[config.mk]
export PLATFORM = sky130hd
export DESIGN_NAME = u_wb_buf
export DESIGN_NICKNAME = d
export VERILOG_FILES = /design/src/rtl/u_wb_buf.sv
export SDC_FILE = /design/constraint.sdc
export NUM_CORES = 1
export LEC_CHECK = 0
export CAP_MARGIN = 20
export CELL_PAD_IN_SITES_DETAIL_PLACEMENT = 0
export CELL_PAD_IN_SITES_GLOBAL_PLACEMENT = 2
export CORE_ASPECT_RATIO = 1.25
export CORE_MARGIN = 2
export CORE_UTILIZATION = 29
export CTS_CLUSTER_DIAMETER = 50
export DETAILED_ROUTE_END_ITERATION = 7
export GPL_TIMING_DRIVEN = 0
export PLACE_DENSITY_LB_ADDON = 0.1
export SYNTH_ARGS = -nofsm -noshare
export SYNTH_HDL_FRONTEND = slang
export SYNTH_SLANG_ARGS = --single-unit
[constraint.sdc]
create_clock -name clk -period 4.6 [get_ports clk]
set_input_delay 0.69 -clock clk [delete_from_list [all_inputs] [get_ports clk]]
set_output_delay 0.69 -clock clk [all_outputs]
set_load 0.01 [all_outputs]
[src/rtl/u_wb_buf.sv]
// u_wb_buf: writeback delay buffer between the execute result mux and the
// regfile write port. DEPTH-stage shift pipe with stall hold, flush gating,
// x0 suppression, occupancy count and multi-port youngest-wins forwarding.
module u_wb_buf #(
  parameter int unsigned XLEN   = 32,
  parameter int unsigned AW     = 5,
  parameter int unsigned DEPTH  = 3,
  parameter int unsigned NRP    = 2,
  parameter int unsigned FWD_IN = 1
) (
  input  logic                         clk,
  input  logic                         rst,
  input  logic                         in_we,
  input  logic [AW-1:0]                in_a,
  input  logic [XLEN-1:0]              in_d,
  input  logic                         flush,
  input  logic                         stall,
  output logic                         rf_rd_e,
  output logic [AW-1:0]                rf_rd_a,
  output logic [XLEN-1:0]              rf_rd_i,
  input  logic [NRP*AW-1:0]            fwd_a,
  output logic [NRP-1:0]               fwd_hit,
  output logic [NRP*XLEN-1:0]          fwd_d,
  output logic [$clog2(DEPTH+1)-1:0]   cnt,
  output logic                         busy
);

  localparam int unsigned CW = $clog2(DEPTH+1);

  logic            v_q [DEPTH];
  logic [AW-1:0]   a_q [DEPTH];
  logic [XLEN-1:0] d_q [DEPTH];
  logic [CW-1:0]   cnt_q;

  logic in_ok;  // request is a real write, independent of stall
  logic acc;    // request actually enters stage 0 this edge

  assign in_ok = in_we & ~flush & (in_a != '0);
  assign acc   = in_ok & ~stall;

  // Shift pipeline and occupancy counter; everything holds while stalled.
  always_ff @(posedge clk or posedge rst) begin
    if (rst) begin
      for (int unsigned k = 0; k < DEPTH; k++) begin
        v_q[k] <= 1'b0;
        a_q[k] <= '0;
        d_q[k] <= '0;
      end
      cnt_q <= '0;
    end else if (!stall) begin
      v_q[0] <= acc;
      a_q[0] <= acc ? in_a : '0;
      d_q[0] <= acc ? in_d : '0;
      for (int unsigned k = 1; k < DEPTH; k++) begin
        v_q[k] <= v_q[k-1];
        a_q[k] <= a_q[k-1];
        d_q[k] <= d_q[k-1];
      end
      cnt_q <= cnt_q + CW'(acc) - CW'(v_q[DEPTH-1]);
    end
  end

  // Oldest stage drives the regfile; enable is masked while stalled so a
  // held entry is written only on the cycle it actually leaves.
  assign rf_rd_e = v_q[DEPTH-1] & ~stall;
  assign rf_rd_a = a_q[DEPTH-1];
  assign rf_rd_i = d_q[DEPTH-1];

  assign cnt  = cnt_q;
  assign busy = (cnt_q != '0);

  // Forwarding lookup: scan oldest to youngest so the youngest match is the
  // last assignment and wins. x0 never matches since valid entries are never x0.
  always_comb begin
    logic [AW-1:0] qa;
    fwd_hit = '0;
    fwd_d   = '0;
    qa      = '0;
    for (int unsigned p = 0; p < NRP; p++) begin
      qa = fwd_a[p*AW +: AW];
      for (int unsigned k = 0; k < DEPTH; k++) begin
        if (v_q[DEPTH-1-k] && (a_q[DEPTH-1-k] == qa)) begin
          fwd_hit[p]               = 1'b1;
          fwd_d[p*XLEN +: XLEN]    = d_q[DEPTH-1-k];
        end
      end
      if ((FWD_IN != 0) && in_ok && (in_a == qa)) begin
        fwd_hit[p]            = 1'b1;
        fwd_d[p*XLEN +: XLEN] = in_d;
      end
    end
    // in_* is not reset, so mask the lookup while reset is asserted.
    if (rst) begin
      fwd_hit = '0;
      fwd_d   = '0;
    end
  end

endmodule

==> results_dict.tcl <==
set metrics [dict create \
    grt_overflow_total 0 \
    ir_worst_vdd_mv 0.2598 \
    synth.top_cell.area_share_pct 40.75 \
    cts_buffer_depth 2 \
    drv_slew 0 \
    tightest_slew_ps 852.5 \
    fin_ws_ps 34.10 \
    max_freq_ghz 0.2190 \
    cp_max_fo 10 \
    design_area_um2 9753 \
    drive_gt1_share_pct 25.94 \
    syn-cell-area_um2 7123 \
    start_util_pct 29.26 \
    post_cts_buffers 0 \
    insertion_delay_ps 420 \
    yosysWarnings 0 \
    areaGrowthSynthToFinish_pct 36.92 \
    crit_chain "clkdlybuf4s50_1 -> xnor2_1 -> nand4_1 -> nor2_1 -> clkbuf_1 -> a221oi_1 -> o32ai_1 -> clkdlybuf4s50_1" \
    syn_avg_cell_area_um2 10.74 \
    async_reset_ff_share_pct 100.0 \
    ys_top_cells_by_area "dfrtp_1, mux2_2, a221oi_1" \
    wl_per_cell_um 22.31 \
    grt_setup_unrepaired "yes" \
    met2_usage_pct 34.78 \
    critPathLaunch "fwd_a[0]" \
    yosys.area.top_type "dfrtp_1" \
    drc 0 \
    p_leak_uw 0.004095 \
    worstReg2RegEnd "cnt[1]" \
    grt_pass1_vias 6630 \
    die_h_um 179.2 \
    skew_ps 6.033 \
    r2r_start "v_q[0]" \
    worst_hold_path_type "flip-flop to flip-flop" \
    htreeDepth 4 \
    dpl_worst_slack_ps -147.4 \
    cts_buffers 17 \
    grtUsageMet1_pct 26.34 \
    grt_antenna_before_repair 0 \
    finalCritPeriodShare_pct 99.26 \
    syn-num-nets 717 \
    grt_use_met3_pct 3.900 \
    hold_viol 0 \
    path_common_cell "clkdlybuf4s50_1" \
    end_kind "output pin" \
    grt_first_pass_wirelength_um 39610 \
    rrSetupSlack_ps 3140 \
    grt_max_degree 40 \
    port_buffers 155 \
    fin_total_pwr_uw 3101 \
    grt.busiest_layer "met2" \
    ant_nets 0 \
    critPathLaunchType "input port" \
    io_pins 159 \
    rows 64 \
    post-synth-top-count-cell "dfrtp_1" \
    drtIter0Drc 431 \
    cts_tree "yes" \
    synth_common_cells "dfrtp_1, mux2_2, a221oi_1, buf_4, nor2_1" \
    ys_seq_elements 116 \
    slew_headroom_pct 43.17 \
    wirelength_um 26370 \
    clock-sinks 116 \
    core_um2 24340 \
    setup_viol 0 \
    ys.flop_type "dfrtp_1" \
    status "complete, no violations" \
    dr_total_vias 6280 \
    max_stage_delay_ps 620 \
    n_antenna_cell 0 \
    die_area_um2 25840 \
    crit_type "input port to output pin" \
    grtUsageTotal_pct 20.71 \
    postCtsHoldBufs 0 \
    cp_slowest_cell "clkdlybuf4s50_1" \
    synthCells 663 \
    cts_resized 3 \
    seq_area_frac_synth_pct 40.75 \
    maxCapViolCount 0 \
    yosysUniqueCellTypes 37 \
    via_per_inst 5.313 \
    cts_root_buf "clkbuf_16" \
    fin_crit_ps 4566 \
    die_width_um 144.2 \
    cp-endpoint "fwd_d[19]" \
    worstPathRequired_ps 3910 \
    ff2ff_path_depth 6 \
    gp_congestion 0.8007 \
    arrival_ps 3880 \
    synth_edf_count 0 \
    path_clk_slew_ps 50 \
    cellPowerDensity_nw_per_um2 318.0 \
    fin_nets 893 \
    first_pass_iters 6 \
    dpl_cell_area_um2 9151 \
    dp_hpwl_um 17560 \
]
[cell families after synthesis]
logic type      Yosys count  synth area share [%]
compound gates          171                 22.62
mux                      77                 12.17
fa+ha+maj                 2                0.3513
simple gates            126                 8.906
flops                   116                 40.75
xor+xnor                 42                 5.164
buf+inv                 129                 10.03
[routing by layer]
layer	vias to the layer above	share of wire [%]
met4	0	2.9
met3	52	5.0
met2	231	50
met1	3204	42
li1	2793	-
met5	-	0
[placed cells by master, fill, tap and decap left out, types with 30 or more instances in the layout]
cell / n
a221oi_1: 64
buf_4: 45
clkdlybuf4s50_1: 155
dfrtp_1: 116
inv_1: 34
mux2_2: 77
nand2_1: 35
nor2_1: 37
nor2b_1: 34
o21ai_0: 30
o32ai_1: 34
o32ai_2: 30
[per-stage QoR]
stage	hold slack [ps]	util [%]	std cells	setup TNS, ps
after global placement	479.6	37.35	1148	-111570
after CTS	497.3	40.08	1183	0
after floorplan	480.4	-	663	0
after global routing	510.9	40.06	1182	-294.4
final	489.9	40.06	1182	0
after detailed placement	489.4	37.59	1151	-274.5
[power by group]
| group | internal, µW | switching (µW) | leakage (µW) | total (µW) |
|---|---|---|---|---|
| combinational | 289 | 235 | 0.00225 | 524 |
| sequential | 1110 | 95.8 | 0.00156 | 1200 |
| clock | 864 | 511 | 0.000285 | 1370 |
[worst min-delay path by stage]
stage	from	endpoint	slack [ps]	depth (start not counted)
3_5_place_dp	cnt[1]	cnt[1]	490	1
5_1_grt	cnt[1]	cnt[1]	510	1
2_1_floorplan	v_q[2]	v_q[2]	480	2
3_3_place_gp	cnt[1]	cnt[1]	480	1
4_1_cts	cnt[1]	cnt[1]	500	1
6_report	cnt[1]	cnt[1]	490	1
[critical path: cells and delay by family]
kind                      cells  cell delay (ps)
AOI/OAI and AO/OA             2              590
xor gates and xnor gates      1              270
buffers and inverters         3             1720
and+or+nand+nor               2              590
[area by class of cell]
class / instances / area, µm²
clock inverters: 13 / 157.7
multi-input cells: 418 / 3506
well taps: 330 / 412.9
fillers: 2455 / 14590
flip-flops and latches: 116 / 2903
repair buffers: 158 / 1612
inverters: 35 / 135.1
plain buffers: 93 / 584.3
clock buffers: 19 / 442.9
[sequential cells by signal, indices dropped and copies added (netlist names)]
signal,count
d_q,64
rf_rd_i,32
a_q,10
rf_rd_a,5
v_q,3
cnt,2
Power figures use the tool's default switching activity.
